[src/rtl/gpio_pcint.sv]
// GPIO block with NUM_PORTS 8-bit ports (PIN/DDR/PORT/PCMSK registers) and
// per-port pin-change interrupt flags, on a simple valid/ready memory bus.
module gpio_pcint #(
  parameter int          NUM_PORTS   = 3,
  parameter logic [31:0] BASE_ADDR   = 32'h2000_0040,
  parameter int          SYNC_STAGES = 2
) (
  input  logic                   clk,
  input  logic                   rst_n,
  input  logic                   mem_valid,
  input  logic [31:0]            mem_addr,
  input  logic [31:0]            mem_wdata,
  input  logic [3:0]             mem_wstrb,
  output logic [31:0]            mem_rdata,
  output logic                   mem_ready,
  input  logic [8*NUM_PORTS-1:0] pin_in,
  output logic [8*NUM_PORTS-1:0] pin_out,
  output logic [8*NUM_PORTS-1:0] pin_dir,
  output logic                   irq
);
  localparam int W  = 8 * NUM_PORTS;
  localparam int CW = $clog2(SYNC_STAGES + 2);
  localparam logic [CW-1:0] ARM_DONE  = CW'(SYNC_STAGES + 1);
  localparam logic [29:0]   CTRL_WORD = 30'(NUM_PORTS);

  logic [W-1:0]         sync_q [SYNC_STAGES];
  logic [W-1:0]         sync_d [SYNC_STAGES];
  logic [W-1:0]         prev_q, prev_d;
  logic [W-1:0]         ddr_q, ddr_d;
  logic [W-1:0]         port_q, port_d;
  logic [W-1:0]         pcmsk_q, pcmsk_d;
  logic [NUM_PORTS-1:0] pcifr_q, pcifr_d;
  logic [NUM_PORTS-1:0] pcicr_q, pcicr_d;
  logic [CW-1:0]        arm_q, arm_d;
  logic                 ready_q, ready_d;
  logic                 busy_q, busy_d;
  logic                 irq_q, irq_d;

  logic [W-1:0]         sync_out;
  logic [W-1:0]         pin_change;
  logic [29:0]          word_off;
  logic                 sel;
  logic                 accept;
  logic                 wr;
  logic                 armed;
  logic [NUM_PORTS-1:0] pc_event;
  logic [NUM_PORTS-1:0] pcifr_clr;
  logic                 unused_addr_lsbs;

  assign unused_addr_lsbs = ^mem_addr[1:0];

  assign sync_out   = sync_q[SYNC_STAGES-1];
  assign pin_change = sync_out ^ prev_q;
  assign armed      = (arm_q == ARM_DONE);

  // Offset wraps for addresses below the base, so one compare bounds both ends.
  assign word_off = mem_addr[31:2] - BASE_ADDR[31:2];
  assign sel      = (word_off <= CTRL_WORD);
  // One access per mem_valid assertion: busy holds until the master releases valid.
  assign accept   = mem_valid & sel & ~ready_q & ~busy_q;
  assign wr       = accept & (|mem_wstrb);

  always_comb begin
    mem_rdata = '0;
    for (int p = 0; p < NUM_PORTS; p++) begin
      if (word_off == 30'(p)) begin
        mem_rdata = {pcmsk_q[8*p +: 8], port_q[8*p +: 8], ddr_q[8*p +: 8], sync_out[8*p +: 8]};
      end
    end
    if (word_off == CTRL_WORD) begin
      mem_rdata[NUM_PORTS-1:0]  = pcifr_q;
      mem_rdata[8 +: NUM_PORTS] = pcicr_q;
    end
  end

  always_comb begin
    ddr_d     = ddr_q;
    port_d    = port_q;
    pcmsk_d   = pcmsk_q;
    pcicr_d   = pcicr_q;
    pcifr_clr = '0;
    if (wr) begin
      for (int p = 0; p < NUM_PORTS; p++) begin
        if (word_off == 30'(p)) begin
          // PIN toggle is applied first so a PORT byte in the same access overrides it.
          if (mem_wstrb[0]) port_d[8*p +: 8] = port_q[8*p +: 8] ^ mem_wdata[7:0];
          if (mem_wstrb[1]) ddr_d[8*p +: 8]  = mem_wdata[15:8];
          if (mem_wstrb[2]) port_d[8*p +: 8] = mem_wdata[23:16];
          if (mem_wstrb[3]) pcmsk_d[8*p +: 8] = mem_wdata[31:24];
        end
      end
      if (word_off == CTRL_WORD) begin
        if (mem_wstrb[0]) pcifr_clr = mem_wdata[NUM_PORTS-1:0];
        if (mem_wstrb[1]) pcicr_d   = mem_wdata[8 +: NUM_PORTS];
      end
    end
  end

  always_comb begin
    pc_event = '0;
    for (int p = 0; p < NUM_PORTS; p++) begin
      pc_event[p] = armed & (|(pin_change[8*p +: 8] & pcmsk_q[8*p +: 8]));
    end
    // A new event outranks a same-cycle clear.
    pcifr_d = (pcifr_q & ~pcifr_clr) | pc_event;
    irq_d   = |(pcifr_q & pcicr_q);
    sync_d[0] = pin_in;
    for (int s = 1; s < SYNC_STAGES; s++) begin
      sync_d[s] = sync_q[s-1];
    end
    prev_d  = sync_out;
    arm_d   = armed ? arm_q : arm_q + CW'(1);
    ready_d = accept;
    busy_d  = (busy_q | accept) & mem_valid;
  end

  always_ff @(posedge clk) begin
    if (!rst_n) begin
      for (int s = 0; s < SYNC_STAGES; s++) begin
        sync_q[s] <= '0;
      end
      prev_q  <= '0;
      ddr_q   <= '0;
      port_q  <= '0;
      pcmsk_q <= '0;
      pcifr_q <= '0;
      pcicr_q <= '0;
      arm_q   <= '0;
      ready_q <= 1'b0;
      busy_q  <= 1'b0;
      irq_q   <= 1'b0;
    end else begin
      sync_q  <= sync_d;
      prev_q  <= prev_d;
      ddr_q   <= ddr_d;
      port_q  <= port_d;
      pcmsk_q <= pcmsk_d;
      pcifr_q <= pcifr_d;
      pcicr_q <= pcicr_d;
      arm_q   <= arm_d;
      ready_q <= ready_d;
      busy_q  <= busy_d;
      irq_q   <= irq_d;
    end
  end

  assign mem_ready = ready_q;
  assign pin_out   = port_q;
  assign pin_dir   = ddr_q;
  assign irq       = irq_q;

endmodule

[config.mk]
export PLATFORM = sky130hd
export DESIGN_NAME = gpio_pcint
export DESIGN_NICKNAME = d
export VERILOG_FILES = /design/src/rtl/gpio_pcint.sv
export SDC_FILE = /design/constraint.sdc
export NUM_CORES = 1
export LEC_CHECK = 0
export ABC_CLOCK_PERIOD_IN_PS = 2720
export CAP_MARGIN = 30
export CORE_AREA = 2 2 126 128
export CTS_BUF_LIST = sky130_fd_sc_hd__clkbuf_8
export DETAILED_ROUTE_END_ITERATION = 16
export DIE_AREA = 0 0 128 130
export GPL_TIMING_DRIVEN = 0
export PLACE_DENSITY = 0.72
export RECOVER_POWER = 100
export SYNTH_ARGS = -nofsm -noshare
export SYNTH_HDL_FRONTEND = slang
export SYNTH_SLANG_ARGS = --single-unit
[constraint.sdc]
create_clock -name clk -period 2.72 [get_ports clk]
set_clock_uncertainty 0.05 [all_clocks]
set_input_delay 0.544 -clock clk [delete_from_list [all_inputs] [get_ports clk]]
set_output_delay 0.544 -clock clk [all_outputs]
set_load 0.01 [all_outputs]
==> results.json <==
{
  "p_comb_share_pct": 9.1,
  "insertion_delay_ns": 0.46,
  "multi_input_area_um2": 3827,
  "dr.pass1.iters": 6,
  "rsz0062_at_grt": "true",
  "overflow": 0,
  "ir_worst_vdd_mv": 0.3414,
  "p_per_area_nw_per_um2": 479.7,
  "tightest_slew_ns": 0.9562,
  "n_fill_cell": 1339,
  "regArea_um2": 3103,
  "power.internal_mw": 3.482,
  "fin_crit_ns": 2.683,
  "htree_levels": 4,
  "ys_seq_area_share_pct": 44.72,
  "p_leak_nw": 4.057,
  "synth-main-ff-cell": "dfxtp_1",
  "tritoncts": "done",
  "synth_edf_count": 0,
  "clk_pin_slew_worst_paths_ns": 0.08,
  "status": "finished clean",
  "hold_violations": 0,
  "synth_top_cell_by_area": "dfxtp_1",
  "crit_type": "in2out",
  "relSlewSlack_pct": 36.26,
  "syn_to_final_growth_pct": 38.53,
  "synthMuxAreaShare_pct": 13.20,
  "power.switching_mw": 1.129,
  "die-area_um2": 16640,
  "cts_root_buffer": "clkbuf_8",
  "viasPerCell": 5.398,
  "synth_top_cells_by_area": "dfxtp_1, mux2i_1, and2_1",
  "drive_gt1_share_pct": 17.23,
  "dieHeight_um": 130,
  "ios": 177,
  "cp-end-kind": "output port",
  "drt-total-wl_um": 20740,
  "synthSimpleGateAreaFrac_pct": 25.89,
  "rows": 46,
  "final_max_slew_viol_count": 0,
  "core_um2": 15420,
  "synth_top_area_share_pct": 44.72,
  "ys_warn_count": 0,
  "finalWorstSetupSlack_ns": 0.03692,
  "hold_path.class": "reg2reg",
  "grt_pass1_wl_um": 32460,
  "track_usage_pct": 25.45,
  "synthAdderAreaFrac_pct": 0.1803,
  "start_kind": "input port",
  "synth_compound_area_share_pct": 9.394,
  "grt_max_degree": 17,
  "drc": 0,
  "path_max_fanout": 5,
  "pwr-share-clk_pct": 40.1,
  "numCtsBuffers": 17,
  "dp_hpwl_um": 14660,
  "antenna_found_initial": 0,
  "final.setup.tns_ns": 0,
  "async_reset_ff_share_pct": 0,
  "nets": 1052,
  "routedWlPerCell_um": 17.86,
  "final_util_pct": 62.32,
  "die_w_um": 128,
  "gp_congestion": 0.8586,
  "ant_nets": 0,
  "cts_buffer_depth": 2,
  "netSwitchingFraction_pct": 24.48,
  "syn_area_um2": 6939,
  "avgSynthCellArea_um2": 9.277,
  "yosys-top-cells-count": "dfxtp_1, nand2_1, and2_1",
  "drtIter0Drc": 452,
  "clock.fmax_ghz": 0.3727,
  "total_power_mw": 4.611,
  "yosysMostFrequentCell": "dfxtp_1",
  "clock_sinks": 155,
  "drv_cap": 0,
  "via_count": 6267,
  "syn_nets": 844,
  "ys_types": 40,
  "seqPwrFrac_pct": 50.8,
  "cts_hold_buf": 0,
  "syn_inst": 748,
  "setup_viol": 0,
  "synth-xor-area-share_pct": 3.282,
  "period_share_pct": 98.64,
  "synth_seq_cells": 155,
  "synth_top_family_by_area": "simple AND/OR/NAND/NOR gates",
  "first_global_vias": 6106,
  "num_antenna_cells": 0,
  "critPathRequiredTime_ns": 2.13,
  "initial_utilization_pct": 44.99,
  "io_buffers": 170,
  "pre_cts_ws_ns": -1.191,
  "worstPathArrival_ns": 2.09
}
[repair_timing]
action                                  CTS  global route
endpoints found under the hold margin     0             0
cloned                                    6             0
buffers inserted                         16             3
endpoints found under the setup margin   32            74
pin swaps                                25            15
gates resized for setup                 235            50
[per-layer routing]
metal	part of all wire [%]	global-route usage [%]	up-vias
li1	-	-	3014
met1	41	31.02	2922
met2	50	43.76	278
met3	6.3	4.961	53
met4	2.8	11.70	0
met5	0	0	-
[cells by family (layout without fill, tap and decap cells)]
family                     Yosys count  in the layout
DFF                                155            155
buffers and inverters               54            274
adders and majority gates            1              1
muxes                               84             84
xor gates and xnor gates            26             26
and+or+nand+nor                    327            328
AOI/OAI and AO/OA                  101            101
[through the flow]
stage	cells	hold WS, ns	cell area [µm²]
2_1_floorplan	748	0.3619	6939
3_3_place_gp	1110	0.3655	8881
3_5_place_dp	1110	0.3669	8881
4_1_cts	1159	0.3836	9569
5_1_grt	1161	0.3965	9613
6_report	1161	0.3849	9613
[power by group through the flow]
stage / Clock (mW) / Sequential, mW / Combinational (mW)
4_1_cts: 1.86 / 2.34 / 0.414
6_report: 1.85 / 2.34 / 0.420
3_3_place_gp: 0 / 2.39 / 0.413
3_5_place_dp: 0 / 2.40 / 0.418
5_1_grt: 1.96 / 2.35 / 0.463
2_1_floorplan: 0 / 2.39 / 0.212
[final timing paths]
check                                  start           end  slack [ns]  depth (start not counted)
worst max-delay path            mem_addr[15]  mem_rdata[4]        0.04                          8
worst min-delay path               sync_d[1]     prev_d[1]        0.38                          1
worst max register to register     mem_ready   pcmsk_q[23]        0.42                          5
worst min register to register     sync_d[1]     prev_d[1]        0.38                          1
[layout by cell type, fill, tap and decap left out, types with 5 or more instances in the layout]
master | synthesis | final
dfxtp_1 | 155 | 155
nand2_1 | 103 | 103
mux2i_1 | 78 | 78
and2_1 | 93 | 64
clkdlybuf4s50_1 | 0 | 59
dlygate4sd3_1 | 0 | 51
nor2_1 | 53 | 44
buf_2 | 8 | 38
clkbuf_1 | 39 | 32
and2_0 | 0 | 29
o21ai_0 | 28 | 28
a21oi_1 | 26 | 26
xor2_1 | 25 | 25
clkbuf_8 | 0 | 23
clkbuf_2 | 0 | 20
a32o_1 | 16 | 16
or4_1 | 17 | 14
a22oi_1 | 12 | 12
o22ai_1 | 11 | 11
buf_4 | 1 | 11
nor4_4 | 4 | 10
nand2b_1 | 9 | 9
buf_6 | 2 | 9
nor2b_1 | 9 | 7
clkdlybuf4s15_1 | 0 | 7
mux4_2 | 6 | 6
a21o_1 | 5 | 5
nand3_1 | 5 | 5
nor2_2 | 0 | 5
[area by class of cell]
class                      count  share of cell area, %
tap                          192                  2.499
multi-input combinational    540                  39.82
buffer                        53                  3.462
clock buffer                  19                  2.720
timing repair buffer         189                  17.49
sequential                   155                  32.28
clock inverter                13                  1.731
[worst max-delay path: stages]
cell and delay (ns):
clkdlybuf4s15_1 0.18, nor4_2 0.22, nand4_1 0.19, buf_6 0.18, or2_4 0.32, clkbuf_16 0.20, nor2_4 0.13, buf_6 0.11
[sequential cells by signal (all words and copies together) (netlist names)]
name,cells
pcifr_q,3
pcmsk_q,24
arm_q,2
sync_d,24
prev_d,24
pin_dir,24
busy_q,1
pin_out,24
mem_ready,1
irq,1
prev_q,24
pcicr_q,3
Note: power is estimated with default switching activity, not from simulation.
